--- src/rtl/mux_nto1_pipe.sv ---
// N-way WIDTH-bit select with one registered stage and a 2-entry skid buffer (valid/ready).
// Define MUX_ERR_CNT_EN to add the saturating 8-bit out-of-range select counter port err_cnt.
module mux_nto1_pipe #(
   parameter int unsigned      WIDTH   = 32,
   parameter int unsigned      N       = 4,
   parameter int unsigned      SEL_W   = 2,
   parameter logic [WIDTH-1:0] DEFAULT = '0
) (
   input  logic               Clk,
   input  logic               Rst_n,
   input  logic [N*WIDTH-1:0] in_data,
   input  logic [SEL_W-1:0]   in_sel,
   input  logic               in_valid,
   output logic               in_ready,
   output logic [WIDTH-1:0]   out_data,
   output logic               out_sel_err,
   output logic               out_valid,
   input  logic               out_ready
`ifdef MUX_ERR_CNT_EN
   ,
   output logic [7:0]         err_cnt
`endif
);

   typedef enum logic [1:0] {EMPTY, ONE, TWO} state_t;

   state_t           state, state_nxt;
   logic [WIDTH-1:0] head_data, skid_data, sel_word;
   logic             head_err, skid_err, sel_err;
   logic             accept, consume;
   logic             load_head_new, load_head_skid, load_skid;

   always_comb begin
      sel_word = DEFAULT;
      sel_err  = 1'b1;
      for (int unsigned k = 0; k < N; k++) begin
         if (32'(in_sel) == k) begin
            sel_word = in_data[k*WIDTH +: WIDTH];
            sel_err  = 1'b0;
         end
      end
   end

   // Handshake outputs decode the state register only, so in_ready never sees out_ready.
   assign in_ready  = (state != TWO);
   assign out_valid = (state != EMPTY);
   assign accept    = in_valid & in_ready;
   assign consume   = out_valid & out_ready;

   always_ff @(posedge Clk or negedge Rst_n) begin
      if (!Rst_n) state <= EMPTY;
      else        state <= state_nxt;
   end

   always_comb begin
      state_nxt      = state;
      load_head_new  = 1'b0;
      load_head_skid = 1'b0;
      load_skid      = 1'b0;
      case (state)
         EMPTY: begin
            if (accept) begin
               state_nxt     = ONE;
               load_head_new = 1'b1;
            end
         end
         ONE: begin
            if (accept && consume) begin
               load_head_new = 1'b1;
            end else if (accept) begin
               state_nxt = TWO;
               load_skid = 1'b1;
            end else if (consume) begin
               state_nxt = EMPTY;
            end
         end
         TWO: begin
            if (consume) begin
               state_nxt      = ONE;
               load_head_skid = 1'b1;
            end
         end
         default: state_nxt = EMPTY;
      endcase
   end

   always_ff @(posedge Clk or negedge Rst_n) begin
      if (!Rst_n) begin
         head_data <= '0;
         head_err  <= 1'b0;
         skid_data <= '0;
         skid_err  <= 1'b0;
      end else begin
         if (load_head_new) begin
            head_data <= sel_word;
            head_err  <= sel_err;
         end else if (load_head_skid) begin
            head_data <= skid_data;
            head_err  <= skid_err;
         end
         if (load_skid) begin
            skid_data <= sel_word;
            skid_err  <= sel_err;
         end
      end
   end

   assign out_data    = head_data;
   assign out_sel_err = head_err;

`ifdef MUX_ERR_CNT_EN
   always_ff @(posedge Clk or negedge Rst_n) begin
      if (!Rst_n)                                   err_cnt <= '0;
      else if (accept && sel_err && err_cnt != '1)  err_cnt <= err_cnt + 8'd1;
   end
`endif

endmodule

--- config.mk ---
export PLATFORM = sky130hd
export DESIGN_NAME = mux_nto1_pipe
export DESIGN_NICKNAME = d
export VERILOG_FILES = /design/src/rtl/mux_nto1_pipe.sv
export SDC_FILE = /design/constraint.sdc
export NUM_CORES = 1
export LEC_CHECK = 0
export ABC_AREA = 1
export BUFFER_PORTS_ARGS = -buffer_cell sky130_fd_sc_hd__buf_2
export CAP_MARGIN = 20
export CORE_MARGIN = 4
export CORE_UTILIZATION = 43
export CTS_CLUSTER_DIAMETER = 200
export DETAILED_ROUTE_END_ITERATION = 16
export PLACE_DENSITY = 0.77
export SETUP_SLACK_MARGIN = 0.2
export SKIP_LAST_GASP = 1
export SYNTH_ARGS = -nofsm -noshare
export SYNTH_HDL_FRONTEND = slang
export SYNTH_SLANG_ARGS = --single-unit
--- constraint.sdc ---
create_clock -name Clk -period 1.28 [get_ports Clk]
set_input_delay 0.128 -clock Clk [delete_from_list [all_inputs] [get_ports Clk]]
set_output_delay 0.128 -clock Clk [all_outputs]
set_load 0.1 [all_outputs]
==> flow_metrics.tcl <==
set metrics [dict create \
    rsz0062_at_grt "yes" \
    initial_core_util_pct 44.2 \
    hold_viol_final 0 \
    final_cell_area_um2 6570 \
    vias 4908 \
    relSlewSlack_pct 78.8 \
    rows 34 \
    violations "negative setup slack" \
    synthArstFlopShare_pct 100 \
    synth-edff-count 0 \
    setup_viol 69 \
    status "finished with violations" \
    dieArea_um2 10600 \
    layout_common_cells "169 x nand2_1, 132 x buf_2, 74 x nand3_1" \
    cts_buffers 9 \
    final_util_pct 75.4 \
    clkSinkCount 68 \
    track_usage_pct 24.7 \
    ant_nets 0 \
    holdWs_ns 0.0407 \
    detail_route.wl_per_cell_um 18.5 \
    grt_max_degree 37 \
    netlist_instances 553 \
    synthFlopType "dfrtp_1" \
    drt-initial-drc-count 521 \
    end_kind "flip-flop" \
    grt_pass1_vias 4394 \
    first_pass_iters 5 \
    period_needed_ns 1.44 \
    stdcell_count 881 \
    fillers 545 \
    final_common_cell "nand2_1" \
    worst_slack_ns -0.165 \
    fin_crit_sh_pct 113 \
    avgSynthCellArea_um2 6.98 \
    gp_congestion 0.795 \
    num_io_pins 169 \
    dpl_cell_area_um2 5120 \
    drv_cap 0 \
    dp.cells 829 \
    ys_seq_elements 68 \
    hp-class "input pin to flip-flop" \
    viasPerCell 5.57 \
    syn_area_um2 3860 \
    antenna_found_initial 0 \
    drive_gt1_share_pct 47.2 \
    cts_tree "yes" \
    finalMaxSlewViolations 0 \
    insertion_delay_ns 0.35 \
    clk_pin_slew_ns 0.08 \
    syn_nets 687 \
    startpoint_type "flip-flop" \
    grt_first_pass_wirelength_um 20100 \
    synth_cell_types 19 \
    cts_root_buf "clkbuf_8" \
    areaGrowthSynthToFinish_pct 70.4 \
    crit_fanout 18 \
    worst_pin_slew_ns 0.315 \
    worstSetupPathType "flip-flop to flip-flop" \
    yosys_warnings 0 \
    worstPathArrival_ns 1.68 \
    irDropWorstVdd_mv 0.839 \
    die_h_um 103 \
    die_x_um 103 \
    drc 0 \
    cts.htree.levels 3 \
    ys_seq_area_share_pct 44.1 \
    gr-total-overflow 0 \
    dp_hpwl_um 9310 \
    cts_buffer_depth 2 \
    coreArea_um2 8720 \
    power_leakage_nw 3.39 \
    totalWireLength_um 16300 \
    power_density_nw_per_um2 1730 \
    finClkSkew_ns 0.0105 \
    clock.fmax_ghz 0.692 \
    fin_nets 902 \
    cp.required_ns 1.51 \
    num_antenna_cells 0 \
    port_buffers 168 \
]
## where the power goes
| part | internal, mW | total (mW) | switching [mW] |
|---|---|---|---|
| logic | 2.29 | 5.95 | 3.67 |
| clock network | 1.15 | 2.03 | 0.880 |
| registers | 2.82 | 3.42 | 0.599 |
| total | 6.26 | 11.4 | 5.15 |
## cell families (layout without fill, tap and decap cells)
family / count (synthesis) / after routing / synth area share (%)
simple gates: 347 / 347 / 39.4
compound gates: 73 / 73 / 9.54
flops: 68 / 68 / 44.1
buf+inv: 65 / 285 / 6.97
## layer usage
metal / wire (um) / track usage (%) / up-vias / part of all wire (%)
met3: 1430 / 4.80 / 71 / 8.8
met1: 5940 / 30.0 / 2304 / 37
met2: 8240 / 42.6 / 323 / 51
met5: 0 / 0 / - / 0
met4: 663 / 10.6 / 0 / 4.1
li1: - / - / 2210 / -
## state kept, by name, indices dropped and copies added, names as in the netlist
name         count
out_data        32
state            2
skid_err         1
skid_data       32
out_sel_err      1
## cell usage after synthesis, types with 2 or more instances
cell type	number	area share, %
nand3_1	92	12
nor2_1	21	2.0
or2_2	31	5.0
buf_2	14	1.8
inv_1	30	2.9
dfrtp_1	68	44
inv_2	2	0.19
o21ai_0	62	8.0
clkbuf_1	16	1.6
buf_4	2	0.39
nand2_1	199	19
a21oi_1	9	1.2
## metrics by stage
| step | TNS, ns | setup slack (ns) | power (mW) |
|---|---|---|---|
| 2_1_floorplan | 0 | 0.0787 | 6.37 |
| 3_3_place_gp | 0 | 0.0109 | 7.47 |
| 3_5_place_dp | -0.125 | -0.0195 | 7.57 |
| 4_1_cts | -0.267 | -0.0258 | 10.4 |
| 5_1_grt | -8.93 | -0.211 | 11.8 |
| 6_report | -5.04 | -0.165 | 11.4 |
## layout make-up
class	count	area, um2	area share (%)
flip-flops and latches	68	1730	26.3
well taps	108	135	2.06
clock buffers	12	145	2.21
multi-input cells	420	2170	33.0
clock inverters	4	72.6	1.10
repair buffers	237	2190	33.3
inverters	32	135	2.06
## what timing repair did
action / 4_1_cts / 5_1_grt
gates cloned: 1 / 10
resized for setup: 115 / 108
hold endpoints to repair: 68 / 0
setup endpoints to repair: 102 / 103
hold buffers: 1 / 0
pin swaps: 0 / 22
buffers inserted: 6 / 18
## worst paths after layout
check / start / end / slack (ns) / cells past startpoint
max in group asynchronous: Rst_n / state[1] / 0.57 / 3
max reg2reg: state[1] / skid_data[27] / -0.16 / 6
min reg2reg: skid_data[18] / skid_data[18] / 0.49 / 2
min: out_ready / state[1] / 0.04 / 2
min in group asynchronous: Rst_n / out_data[26] / 0.21 / 2
max: state[1] / skid_data[27] / -0.16 / 6
## critical path, cell delays in order, from the launching register on
cell and delay, ns:
dfrtp_2 0.44, buf_4 0.15, nor3_4 0.23, inv_4 0.14, clkbuf_16 0.21, nand2_1 0.08, o21ai_1 0.07
Note: power is estimated with default switching activity, not from simulation.
